### src/rtl/uart_rx_fifo_if.sv
// FIFO read port of the UART receiver.
// master: reader (drives rd_en); slave: receiver (drives head entry, valid, count).
interface uart_rx_fifo_if #(
  parameter int DATA_BITS  = 8,
  parameter int FIFO_DEPTH = 16
);
  localparam int CW = $clog2(FIFO_DEPTH) + 1;

  logic                 rd_en;
  logic [DATA_BITS-1:0] rd_data;
  logic                 rd_perr;
  logic                 rd_ferr;
  logic                 rd_valid;
  logic [CW-1:0]        fifo_count;

  modport master (
    output rd_en,
    input  rd_data, rd_perr, rd_ferr,
    input  rd_valid, fifo_count
  );

  modport slave (
    input  rd_en,
    output rd_data, rd_perr, rd_ferr,
    output rd_valid, fifo_count
  );
endinterface

### src/rtl/uart_rx_fifo.sv
// UART receiver with oversampled majority voting, parity/stop/break checks
// and a first-word-fall-through RX FIFO.
// Ports: PCLK/PRESETn (sync, active-low), RX serial in, baud_div/data_len/
// parity_en/parity_odd/two_stop config, clr_overrun, overrun (sticky),
// break_det (pulse), rd (FIFO read port, slave side).
module uart_rx_fifo #(
  parameter int DATA_BITS  = 8,
  parameter int OVERSAMPLE = 16,
  parameter int FIFO_DEPTH = 16,
  parameter int DIV_W      = 16
) (
  input  logic             PCLK,
  input  logic             PRESETn,
  input  logic             RX,
  input  logic [DIV_W-1:0] baud_div,
  input  logic [3:0]       data_len,
  input  logic             parity_en,
  input  logic             parity_odd,
  input  logic             two_stop,
  input  logic             clr_overrun,
  output logic             overrun,
  output logic             break_det,
  uart_rx_fifo_if.slave    rd
);
  localparam int SW = $clog2(OVERSAMPLE);
  localparam int AW = $clog2(FIFO_DEPTH);
  localparam int CW = AW + 1;
  localparam int DW = DATA_BITS;

  // Sample k of a bit is taken on the k-th tick after the bit start,
  // i.e. when the pre-increment sample counter equals k-1.
  localparam logic [SW-1:0] V0   = SW'(OVERSAMPLE/2 - 2);
  localparam logic [SW-1:0] V1   = SW'(OVERSAMPLE/2 - 1);
  localparam logic [SW-1:0] V2   = SW'(OVERSAMPLE/2);
  localparam logic [SW-1:0] LAST = SW'(OVERSAMPLE - 1);

  typedef enum logic [2:0] {
    IDLE, START, DATA, PARITY, STOP, BRK_WAIT
  } state_t;

  state_t state, state_n;

  logic             rx_meta, rxs;
  logic [DIV_W-1:0] tick_cnt, div_eff;
  logic             tick;
  logic [SW-1:0]    samp_cnt;
  logic             v0, v1, maj;
  logic             vote_end, bit_end;
  logic [3:0]       len_sel, len_q, bit_idx;
  logic             pen_q, podd_q, two_q;
  logic             stop_idx, last_stop;
  logic [DW-1:0]    shreg, data_q;
  logic             par_bit, ferr_acc, stop_hi;
  logic             perr_now, frame_brk, frame_done;
  logic             push_q, perr_q, ferr_q, brk_q;

  assign div_eff  = (baud_div == '0) ? DIV_W'(1) : baud_div;
  assign tick     = (tick_cnt == div_eff - DIV_W'(1));
  assign vote_end = tick && (samp_cnt == V2);
  assign bit_end  = tick && (samp_cnt == LAST);
  assign maj      = (v0 & v1) | (v0 & rxs) | (v1 & rxs);

  assign len_sel = (data_len >= 4'd5 && data_len <= 4'(DW))
                   ? data_len : 4'(DW);

  assign last_stop  = !two_q || stop_idx;
  assign perr_now   = pen_q && (par_bit != (^shreg ^ podd_q));
  assign frame_brk  = (shreg == '0) && !(pen_q && par_bit)
                      && !stop_hi && !maj;
  assign frame_done = (state == STOP) && vote_end && last_stop;

  always_ff @(posedge PCLK) begin
    if (!PRESETn) state <= IDLE;
    else          state <= state_n;
  end

  always_comb begin
    state_n = state;
    unique case (state)
      IDLE:     if (!rxs) state_n = START;
      START: begin
        if (vote_end && maj) state_n = IDLE;
        else if (bit_end)    state_n = DATA;
      end
      DATA: begin
        if (bit_end && bit_idx == len_q - 4'd1)
          state_n = pen_q ? PARITY : STOP;
      end
      PARITY:   if (bit_end) state_n = STOP;
      STOP:     if (frame_done)
                  state_n = frame_brk ? BRK_WAIT : IDLE;
      BRK_WAIT: if (bit_end && rxs) state_n = IDLE;
      default:  state_n = IDLE;
    endcase
  end

  always_ff @(posedge PCLK) begin
    if (!PRESETn) begin
      rx_meta  <= 1'b1;
      rxs      <= 1'b1;
      tick_cnt <= '0;
      samp_cnt <= '0;
      v0       <= 1'b1;
      v1       <= 1'b1;
      len_q    <= 4'(DW);
      pen_q    <= 1'b0;
      podd_q   <= 1'b0;
      two_q    <= 1'b0;
      bit_idx  <= '0;
      stop_idx <= 1'b0;
      shreg    <= '0;
      par_bit  <= 1'b0;
      ferr_acc <= 1'b0;
      stop_hi  <= 1'b0;
      push_q   <= 1'b0;
      data_q   <= '0;
      perr_q   <= 1'b0;
      ferr_q   <= 1'b0;
      brk_q    <= 1'b0;
    end else begin
      rx_meta <= RX;
      rxs     <= rx_meta;
      push_q  <= 1'b0;

      // Realign the tick phase to the detected start edge.
      if ((state == IDLE && !rxs) || tick) tick_cnt <= '0;
      else tick_cnt <= tick_cnt + DIV_W'(1);

      // In BRK_WAIT the counter measures continuous high time.
      if (state == IDLE || frame_done)        samp_cnt <= '0;
      else if (state == BRK_WAIT && !rxs)     samp_cnt <= '0;
      else if (tick && samp_cnt == LAST)      samp_cnt <= '0;
      else if (tick) samp_cnt <= samp_cnt + SW'(1);

      if (tick && samp_cnt == V0) v0 <= rxs;
      if (tick && samp_cnt == V1) v1 <= rxs;

      if (state == IDLE && !rxs) begin
        len_q    <= len_sel;
        pen_q    <= parity_en;
        podd_q   <= parity_odd;
        two_q    <= two_stop;
        bit_idx  <= '0;
        stop_idx <= 1'b0;
        shreg    <= '0;
        par_bit  <= 1'b0;
        ferr_acc <= 1'b0;
        stop_hi  <= 1'b0;
      end

      if (state == DATA && vote_end)
        shreg <= shreg | (DW'(maj) << bit_idx);
      if (state == DATA && bit_end)
        bit_idx <= bit_idx + 4'd1;

      if (state == PARITY && vote_end) par_bit <= maj;

      if (state == STOP && vote_end) begin
        ferr_acc <= ferr_acc | !maj;
        stop_hi  <= stop_hi | maj;
      end
      if (state == STOP && bit_end) stop_idx <= 1'b1;

      if (frame_done) begin
        push_q <= 1'b1;
        data_q <= shreg;
        perr_q <= perr_now;
        ferr_q <= ferr_acc | !maj;
        brk_q  <= frame_brk;
      end
    end
  end

  assign break_det = push_q & brk_q;

  logic [DW+1:0] mem [FIFO_DEPTH];
  logic [AW-1:0] wr_ptr, rd_ptr;
  logic [CW-1:0] count;
  logic          valid, full, pop, push_ok;
  logic [DW+1:0] head;

  assign valid   = (count != '0);
  assign full    = (count == CW'(FIFO_DEPTH));
  assign pop     = rd.rd_en && valid;
  // A pop in the same cycle frees the slot a full FIFO needs.
  assign push_ok = push_q && (!full || pop);
  assign head    = mem[rd_ptr];

  always_ff @(posedge PCLK) begin
    if (push_ok) mem[wr_ptr] <= {perr_q, ferr_q, data_q};
  end

  always_ff @(posedge PCLK) begin
    if (!PRESETn) begin
      wr_ptr  <= '0;
      rd_ptr  <= '0;
      count   <= '0;
      overrun <= 1'b0;
    end else begin
      if (push_ok) wr_ptr <= wr_ptr + AW'(1);
      if (pop)     rd_ptr <= rd_ptr + AW'(1);
      unique case ({push_ok, pop})
        2'b10:   count <= count + CW'(1);
        2'b01:   count <= count - CW'(1);
        default: count <= count;
      endcase
      if (push_q && full && !pop) overrun <= 1'b1;
      else if (clr_overrun)       overrun <= 1'b0;
    end
  end

  assign rd.rd_valid   = valid;
  assign rd.fifo_count = count;
  assign rd.rd_data    = valid ? head[DW-1:0] : '0;
  assign rd.rd_ferr    = valid & head[DW];
  assign rd.rd_perr    = valid & head[DW+1];
endmodule

### src/flat_wrapper.sv
// flat-port wrapper written by rule: the top's interface ports become plain ports
module uart_rx_fifo_flat 
#(
  parameter int DATA_BITS  = 8,
  parameter int OVERSAMPLE = 16,
  parameter int FIFO_DEPTH = 16,
  parameter int DIV_W      = 16
)
  (PCLK, PRESETn, RX, baud_div, data_len, parity_en, parity_odd, two_stop, clr_overrun, overrun, break_det, rd_rd_en, rd_rd_data, rd_rd_perr, rd_rd_ferr, rd_rd_valid, rd_fifo_count);
  uart_rx_fifo_if #(.DATA_BITS(DATA_BITS), .FIFO_DEPTH(FIFO_DEPTH)) rd_i ();
  input  logic PCLK;
  input  logic PRESETn;
  input  logic RX;
  input  logic [DIV_W-1:0] baud_div;
  input  logic [3:0] data_len;
  input  logic parity_en;
  input  logic parity_odd;
  input  logic two_stop;
  input  logic clr_overrun;
  output logic overrun;
  output logic break_det;
  input wire logic [$bits(rd_i.rd_en)-1:0] rd_rd_en;
  output wire logic [$bits(rd_i.rd_data)-1:0] rd_rd_data;
  output wire logic [$bits(rd_i.rd_perr)-1:0] rd_rd_perr;
  output wire logic [$bits(rd_i.rd_ferr)-1:0] rd_rd_ferr;
  output wire logic [$bits(rd_i.rd_valid)-1:0] rd_rd_valid;
  output wire logic [$bits(rd_i.fifo_count)-1:0] rd_fifo_count;
  assign rd_i.rd_en = rd_rd_en;
  assign rd_rd_data = rd_i.rd_data;
  assign rd_rd_perr = rd_i.rd_perr;
  assign rd_rd_ferr = rd_i.rd_ferr;
  assign rd_rd_valid = rd_i.rd_valid;
  assign rd_fifo_count = rd_i.fifo_count;
  uart_rx_fifo #(.DATA_BITS(DATA_BITS), .OVERSAMPLE(OVERSAMPLE), .FIFO_DEPTH(FIFO_DEPTH), .DIV_W(DIV_W)) u_core (.PCLK(PCLK), .PRESETn(PRESETn), .RX(RX), .baud_div(baud_div), .data_len(data_len), .parity_en(parity_en), .parity_odd(parity_odd), .two_stop(two_stop), .clr_overrun(clr_overrun), .overrun(overrun), .break_det(break_det), .rd(rd_i));
endmodule
### config.mk
export PLATFORM = sky130hd
export DESIGN_NAME = uart_rx_fifo_flat
export DESIGN_NICKNAME = d
export VERILOG_FILES = /design/src/rtl/uart_rx_fifo_if.sv /design/src/rtl/uart_rx_fifo.sv /design/src/flat_wrapper.sv
export SDC_FILE = /design/constraint.sdc
export NUM_CORES = 1
export LEC_CHECK = 0
export ABC_CLOCK_PERIOD_IN_PS = 11800
export BUFFER_PORTS_ARGS = -buffer_cell sky130_fd_sc_hd__buf_2
export CAP_MARGIN = 20
export CORE_ASPECT_RATIO = 1.5
export CORE_MARGIN = 8
export CORE_UTILIZATION = 65
export DETAILED_ROUTE_END_ITERATION = 7
export PLACE_DENSITY = 0.79
export SLEW_MARGIN = 20
export SYNTH_ARGS = -nofsm -noshare
export SYNTH_HDL_FRONTEND = slang
export SYNTH_SLANG_ARGS = --single-unit
### constraint.sdc
create_clock -name PCLK -period 11.8 [get_ports PCLK]
set_clock_uncertainty 0.1 [all_clocks]
set_input_delay 3.54 -clock PCLK [delete_from_list [all_inputs] [get_ports PCLK]]
set_output_delay 3.54 -clock PCLK [all_outputs]
set_load 0.02 [all_outputs]
==> flow_metrics.py, run 1 <==
metrics = {
    "status": {
        "status": "finished clean",
    },
    "clock_tree": {
        "clk_latency_ns": 0.50,
        "cts_resized": 0,
        "cts_tree": "done",
        "clkTransAtPathRegs_ns": 0.06,
        "cts_setup_buffers": 0,
        "hold_buffers": 0,
        "clockBufferDepth": 3,
        "cts-root-buf": "clkbuf_16",
        "cts.sinks": 240,
        "cts_max_level": 1,
        "numCtsBuffers": 22,
    },
    "worst_setup_path": {
        "start_kind": "primary input",
        "cp_data_required_time_ns": 12.07,
        "worstSetupEndpointType": "flip-flop",
        "ff2ff_path_depth": 12,
        "crit_arrival_ns": 7.68,
        "crit_type": "primary input to flip-flop",
        "crit_chain": "buf_2 > or4_4 > nor4_1 > a31oi_1 > ha_1 > or3b_2 > nor4_1 > a21o_1 > and3_1 > or3_1 > or4_1 > or2_1 > a21oi_1 > nor2_1",
        "path_common_cell": "nor4_1",
        "crit_path_top_delay_cell": "or4_1",
        "regToRegSetupSlack_ns": 8.16,
        "max_stage_delay_ns": 0.73,
        "path_max_fanout": 10,
    },
    "timing": {
        "rsz0062_at_grt": "no",
        "setup_violations": 0,
        "max_freq_mhz": 135,
        "max-slew-margin-rel": 0.227,
        "hold_violations": 0,
        "finalSetupTns_ns": 0,
        "period_share": 0.627,
        "period_minus_slack_ns": 7.40,
        "maxSlewViolCount": 0,
        "tightest_slew_ns": 1.16,
    },
    "worst_hold_path": {
        "hp-class": "flip-flop to flip-flop",
        "min_path_cells": 1,
    },
    "floorplan": {
        "pin_count": 46,
        "start_util": 0.658,
        "core_area_um2": 16000,
        "die_area_um2": 20700,
        "rows": 57,
        "die_w_um": 120,
        "die_h_um": 172,
    },
    "job": {
        "maxCapViolCount": 0,
    },
    "power_and_ir_drop": {
        "pwr-share-comb": 0.041,
        "max-vdd-ir-drop_uv": 109,
        "power_leakage_uw": 0.00348,
        "swShare": 0.208,
        "p_int_uw": 1310,
        "pwr-share-clk": 0.417,
        "power_density_nw_per_um2": 142,
        "switchingPower_uw": 345,
        "p_seq_frac": 0.543,
    },
    "synth": {
        "synth-seq-cells": 240,
        "synth_cells": 805,
        "synth.top_cell.area_share": 0.455,
        "synth_cell_types": 59,
        "seq_area_frac_synth": 0.607,
        "synth_compound_area_frac": 0.0543,
        "yosysTopAreaCell": "edfxtp_1",
        "synth_top_family_by_area": "simple AND/OR/NAND/NOR gates",
        "syn_avg_cell_area_um2": 13.1,
        "synth-edff-count": 160,
        "synth-xor-area-share": 0.0382,
        "synth_area_leaders": "edfxtp_1 46%, dfxtp_1 15%, mux4_2 11%",
        "ys.warnings.count": 0,
        "yosys.area_share.simple": 0.133,
        "synthArstFlopShare": 0,
        "synth_fa_ha_area_frac": 0.0266,
        "synthesis.area_um2": 10600,
        "synth.mux.area_fraction": 0.114,
        "synth_ff_type": "edfxtp_1",
        "synth_nets": 854,
    },
    "layout": {
        "num_antenna_cells": 0,
        "register_area_um2": 6410,
        "fill_cells": 1035,
        "design_area_um2": 11700,
        "drive_gt1_frac": 0.175,
        "nets": 891,
        "area_delta_synth_final_pct": 10.6,
        "multi_input_area_um2": 3880,
    },
    "global_route": {
        "grt_use_total": 0.233,
        "grt_antenna_before_repair": 0,
        "grt_pass1_vias": 7042,
        "grt_pass1_wl_um": 37800,
        "grt_overflow": 0,
        "grt_max_degree": 41,
    },
    "place": {
        "hpwl_um": 16200,
        "routabilityCongestion": 0.907,
        "dpl_cell_area_um2": 10900,
        "io_buffer_count": 45,
    },
    "detailed_routing": {
        "routed_wl_um": 23400,
        "drt_iter0_markers": 606,
        "postRouteAntennaNets": 0,
        "route.detailed.drc": 0,
        "avgRoutedWirePerCell_um": 22.0,
        "vias": 6735,
        "vias_per_cell": 6.33,
        "firstDrtPassIters": 5,
    },
}
## flip-flops by register name, indices dropped and copies added, names as in the netlist, 3 cells and up, named ones only
register,count
u_core.bit_idx,4
u_core.rd_ptr,4
u_core.state,3
u_core.len_q,4
u_core.mem,160
u_core.rd.fifo_count,5
u_core.shreg,8
u_core.tick_cnt,16
u_core.samp_cnt,4
u_core.wr_ptr,4
u_core.data_q,8
## critical path: cells and delay by family
kind	cells	cell delay (ns)
AO/OA/AOI/OAI	3	0.58
adder cells (fa/ha/maj)	1	0.25
buffers and inverters	1	0.13
AND/OR/NAND/NOR	9	3.18
## layout make-up
type / instances / share of cell area
Clock inverter: 9 / 0.00729
Sequential cell: 240 / 0.549
Inverter: 30 / 0.00965
Multi-Input combinational cell: 493 / 0.332
Tap cell: 206 / 0.0221
Clock buffer: 31 / 0.0537
Timing Repair Buffer: 55 / 0.0257
## cells in the final DEF (no fill, tap or decap), types with 3 or more instances in the layout
master	n
o211ai_1	6
nor3_1	13
xor2_1	21
a21o_1	5
and3_1	10
nand3_1	32
and2_1	4
nor4_1	8
buf_2	45
nand4_1	8
nor4b_1	4
nor2_1	86
xnor2_1	25
edfxtp_1	160
dfxtp_1	79
mux2i_1	8
clkbuf_16	23
or3_1	9
nand2_1	49
inv_1	30
buf_4	10
nor2_2	3
o21ai_0	12
mux4_2	50
or4_1	6
clkinv_2	4
nor2b_1	18
clkbuf_1	5
nand2b_1	8
ha_1	20
o32ai_1	7
nand3b_1	6
o22ai_1	3
a21oi_1	35
## worst paths after layout
kind / start / endpoint
min reg2reg: u_core.rx_meta / u_core.rxs
max reg2reg: u_core.rd.fifo_count[0] / u_core.rd.fifo_count[4]
max: baud_div[5] / u_core.data_q[2]
min: u_core.rx_meta / u_core.rxs
## cell families after synthesis
kind of cell | Yosys count
adder cells (fa/ha/maj) | 22
XOR/XNOR | 46
AO/OA/AOI/OAI | 88
flip-flops | 240
AND/OR/NAND/NOR | 279
multiplexers | 58
buffers and inverters | 72
## power groups by stage
stage | Sequential, uW | Clock (uW) | Combinational [uW]
floorplan | 911 | 0 | 52.9
global placement | 917 | 0 | 64.6
CTS | 899 | 701 | 66.8
detailed placement | 918 | 0 | 66.3
global route | 900 | 729 | 73.8
finish | 900 | 691 | 67.2
## cell usage after synthesis, types with 7 or more instances
cell and instances:
xor2_1 21, dfxtp_1 80, o21ai_0 12, nor2b_1 18
mux4_2 50, clkbuf_1 32, a21oi_1 35, nand3_1 32
and3_1 10, ha_1 20, mux2i_1 8, edfxtp_1 160
xnor2_1 25, or3_1 9, nand2b_1 8, o32ai_1 7
nor3_1 13, inv_1 30, nand4_1 8, nand2_1 49
nor2_1 89, nor4_1 9
## metrics by stage
stage                     setup slack, ns   util  instances  hold WS (ns)  power [uW]
final                                4.40  0.727       1064         0.305        1660
after global routing                 4.08  0.727       1064         0.323        1700
after CTS                            4.47  0.727       1064         0.309        1670
after detailed placement             3.97  0.682       1024         0.295         984
after global placement               4.16  0.682       1024         0.299         982
after floorplan                      4.33      -        805         0.286         964
## layer usage
layer,part of all wire,vias up,GRT usage,routed length (um)
met2,0.56,270,0.447,13100
met1,0.36,3330,0.255,8480
met4,0.027,0,0.0823,623
met5,0,-,0,0
li1,-,3078,-,-
met3,0.052,57,0.0324,1220
Power figures use the tool's default switching activity.
==> run 2, diff against run 1 <==
- ABC_AREA: default -> 1
- ABC_CLOCK_PERIOD_IN_PS: 11800 -> 7400
- CORE_UTILIZATION: 65 -> 62
- PLACE_DENSITY: 0.79 -> 0.76
- clock period: 11.8 -> 7.4 ns (I/O delays scaled with it)
==> run 2 against run 1 <==
Register-to-register slack got worse by 4.4 ns. First-iteration DRC count increased by 12%. Power increased by 110%. Synthesized cell count increased by 45%. Critical path type is now flip-flop to primary output. Sequential power increased by 64%. Critical path depth decreased by 6. Non-clock buffer count decreased by 2. Utilization decreased by 4.2 points. Final cell count increased by 35%.
==> flow_metrics.py, run 2 <==
metrics = {
    "status": {
        "status": "finished clean",
    },
    "floorplan": {
        "die_area_um2": 22400,
        "rows": 60,
        "start_util": 0.623,
        "die_h_um": 179,
        "pin_count": 46,
        "die_w_um": 125,
        "core_area_um2": 17700,
    },
    "timing": {
        "max-slew-margin-rel": 0.247,
        "setup_violations": 0,
        "hold_violations": 0,
        "maxSlewViolCount": 0,
        "period_minus_slack_ns": 5.25,
        "max_freq_mhz": 190,
        "period_share": 0.710,
        "finalSetupTns_ns": 0,
        "rsz0062_at_grt": "no",
        "hold_ws_ns": 0.312,
        "tightest_slew_ns": 1.13,
    },
    "synth": {
        "synthesis.area_um2": 11000,
        "synth.top_cell.area_share": 0.435,
        "synth_nets": 1215,
        "synth_most_common_cell": "nor2_1",
        "synthArstFlopShare": 0,
        "yosys-top-cells-count": "198 x nor2_1, 160 x edfxtp_1, 151 x nand2_1",
        "synth_area_leaders": "edfxtp_1 44%, dfxtp_1 15%, nor2_1 6.7%",
        "seq_area_frac_synth": 0.581,
        "synth_cell_types": 46,
        "synth-seq-cells": 240,
        "syn_avg_cell_area_um2": 9.46,
        "synth_cells": 1166,
        "synth-edff-count": 160,
        "synth_ff_type": "edfxtp_1",
        "ys.warnings.count": 0,
        "yosysTopAreaCell": "edfxtp_1",
    },
    "clock_tree": {
        "cts_resized": 0,
        "cts.sinks": 240,
        "cts_max_level": 1,
        "clockBufferDepth": 3,
        "cts-root-buf": "clkbuf_16",
        "cts_setup_buffers": 0,
        "cts_tree": "done",
        "hold_buffers": 0,
        "numCtsBuffers": 22,
        "clk_latency_ns": 0.50,
        "clkTransAtPathRegs_ns": 0.06,
    },
    "worst_setup_path": {
        "crit_chain": "buf_4 > inv_1 > buf_4 > o21ai_0 > o221ai_1 > nand3_1 > a21oi_1 > buf_2",
        "crit_path_top_delay_cell": "inv_1",
        "path_delay_family": "buffers and inverters",
        "path_common_cell": "buf_4",
        "start_kind": "flip-flop",
        "crit_buf_inv": 4,
        "crit_type": "flip-flop to primary output",
        "max_stage_delay_ns": 0.52,
        "crit_arrival_ns": 2.93,
        "path_max_fanout": 41,
        "cp_data_required_time_ns": 5.08,
        "worstSetupEndpointType": "primary output",
    },
    "global_route": {
        "grt_overflow": 0,
        "grt_pass1_vias": 8333,
        "grt_pass1_wl_um": 41100,
        "grt_max_degree": 81,
        "grt_antenna_before_repair": 0,
        "grt_use_total": 0.228,
    },
    "detailed_routing": {
        "firstDrtPassIters": 7,
        "drt_iter0_markers": 676,
        "route.detailed.drc": 0,
        "routed_wl_um": 25200,
        "vias": 8293,
        "postRouteAntennaNets": 0,
        "vias_per_cell": 5.79,
        "avgRoutedWirePerCell_um": 17.6,
    },
    "layout": {
        "register_area_um2": 6410,
        "area_delta_synth_final_pct": 9.92,
        "num_antenna_cells": 0,
        "regMostFlops": "u_core.mem",
        "largest_registers": "u_core.mem (160), u_core.tick_cnt (16)",
        "drive_gt1_frac": 0.101,
        "multi_input_area_um2": 4020,
        "largest_reg_flops": 160,
        "fill_cells": 1391,
        "nets": 1249,
        "mostFrequentLayoutCell": "nor2_1",
        "layout_common_cells": "192 x nor2_1, 160 x edfxtp_1, 151 x nand2_1",
    },
    "power_and_ir_drop": {
        "max-vdd-ir-drop_uv": 197,
        "total_power_uw": 3510,
        "power_density_nw_per_um2": 289,
        "power_leakage_uw": 0.00496,
    },
    "place": {
        "routabilityCongestion": 0.921,
        "io_buffer_count": 45,
        "hpwl_um": 16800,
    },
    "worst_hold_path": {
        "hp-class": "flip-flop to flip-flop",
    },
    "job": {
        "maxCapViolCount": 0,
    },
}
## run 2: cell count changes after synthesis, sizes merged, moves of 12 or more
| cell | previous run | this run |
|---|---|---|
| inv | 30 | 114 |
| a211oi | 1 | 14 |
| a21oi | 35 | 47 |
| o21ai | 12 | 111 |
| nand3 | 32 | 77 |
| nor2 | 89 | 212 |
| o221ai | 0 | 32 |
| nor2b | 18 | 0 |
| nand2 | 49 | 157 |
| mux4 | 50 | 0 |
| xnor2 | 25 | 11 |
## run 2: metrics by stage
stage / area [um2] / setup slack, ns / cells / utilization
floorplan: 11000 / 2.60 / 1166 / -
global placement: 11400 / 2.00 / 1391 / 0.643
detailed placement: 11400 / 1.87 / 1391 / 0.643
CTS: 12100 / 2.16 / 1431 / 0.683
global route: 12100 / 2.00 / 1433 / 0.685
finish: 12100 / 2.15 / 1433 / 0.685
## run 2: worst reg2reg max path, stage by stage, from the launching register on
cell and delay (ns):
dfxtp_1 0.35, nor4_1 0.36, inv_1 0.07, nor2_1 0.48, inv_1 0.12, nand2_1 0.12
inv_1 0.11, nor2_1 0.14, nor2_1 0.11, inv_1 0.15, ha_1 0.30, inv_1 0.09
fa_1 0.41, inv_1 0.07, a31oi_1 0.07, inv_1 0.07, o21ai_0 0.07, a21oi_1 0.16
o21ai_0 0.09, a21oi_1 0.13
## run 2: cells by family (layout without fill, tap and decap cells)
kind of cell             after synthesis  count (layout)  share of synthesized area
AO/OA/AOI/OAI                        226             226                      0.120
XOR/XNOR                              30              30                     0.0238
flip-flops                           240             240                      0.581
adder cells (fa/ha/maj)               21              21                     0.0245
buffers and inverters                159             209                     0.0566
AND/OR/NAND/NOR                      490             490                      0.194
## run 2: metal layers
metal / up-vias / GRT usage / wire length (um) / part of all wire
met3: 65 / 0.0273 / 1310 / 0.052
li1: 4087 / - / - / -
met5: - / 0 / 0 / 0
met2: 268 / 0.439 / 13500 / 0.54
met1: 3873 / 0.249 / 9570 / 0.38
met4: 0 / 0.0998 / 805 / 0.032
## run 2: final timing paths
check | startpoint | endpoint | slack (ns) | cells past startpoint
setup / recovery | flip-flop | rd_rd_perr | 2.15 | 8
hold / removal | u_core.rx_meta | u_core.rxs | 0.31 | 1
setup reg to reg | u_core.rd.fifo_count[1] | u_core.rd.fifo_count[4] | 3.77 | 19
hold reg to reg | u_core.rx_meta | u_core.rxs | 0.31 | 1
## run 2: final cells by class
class,instances,share of cell area
timing repair buffer,53,0.0235
multi-input combinational,767,0.331
clock buffer,35,0.0562
inverter,116,0.0359
clock inverter,5,0.00237
tap,217,0.0224
sequential,240,0.528
## run 2: where the power goes
part,leakage [uW],total (uW),internal (uW),switching (uW)
Clock,0.000344,1100,633,472
Combinational,0.00211,918,298,620
Sequential,0.00251,1480,1450,34.8
Total,0.00496,3510,2380,1130
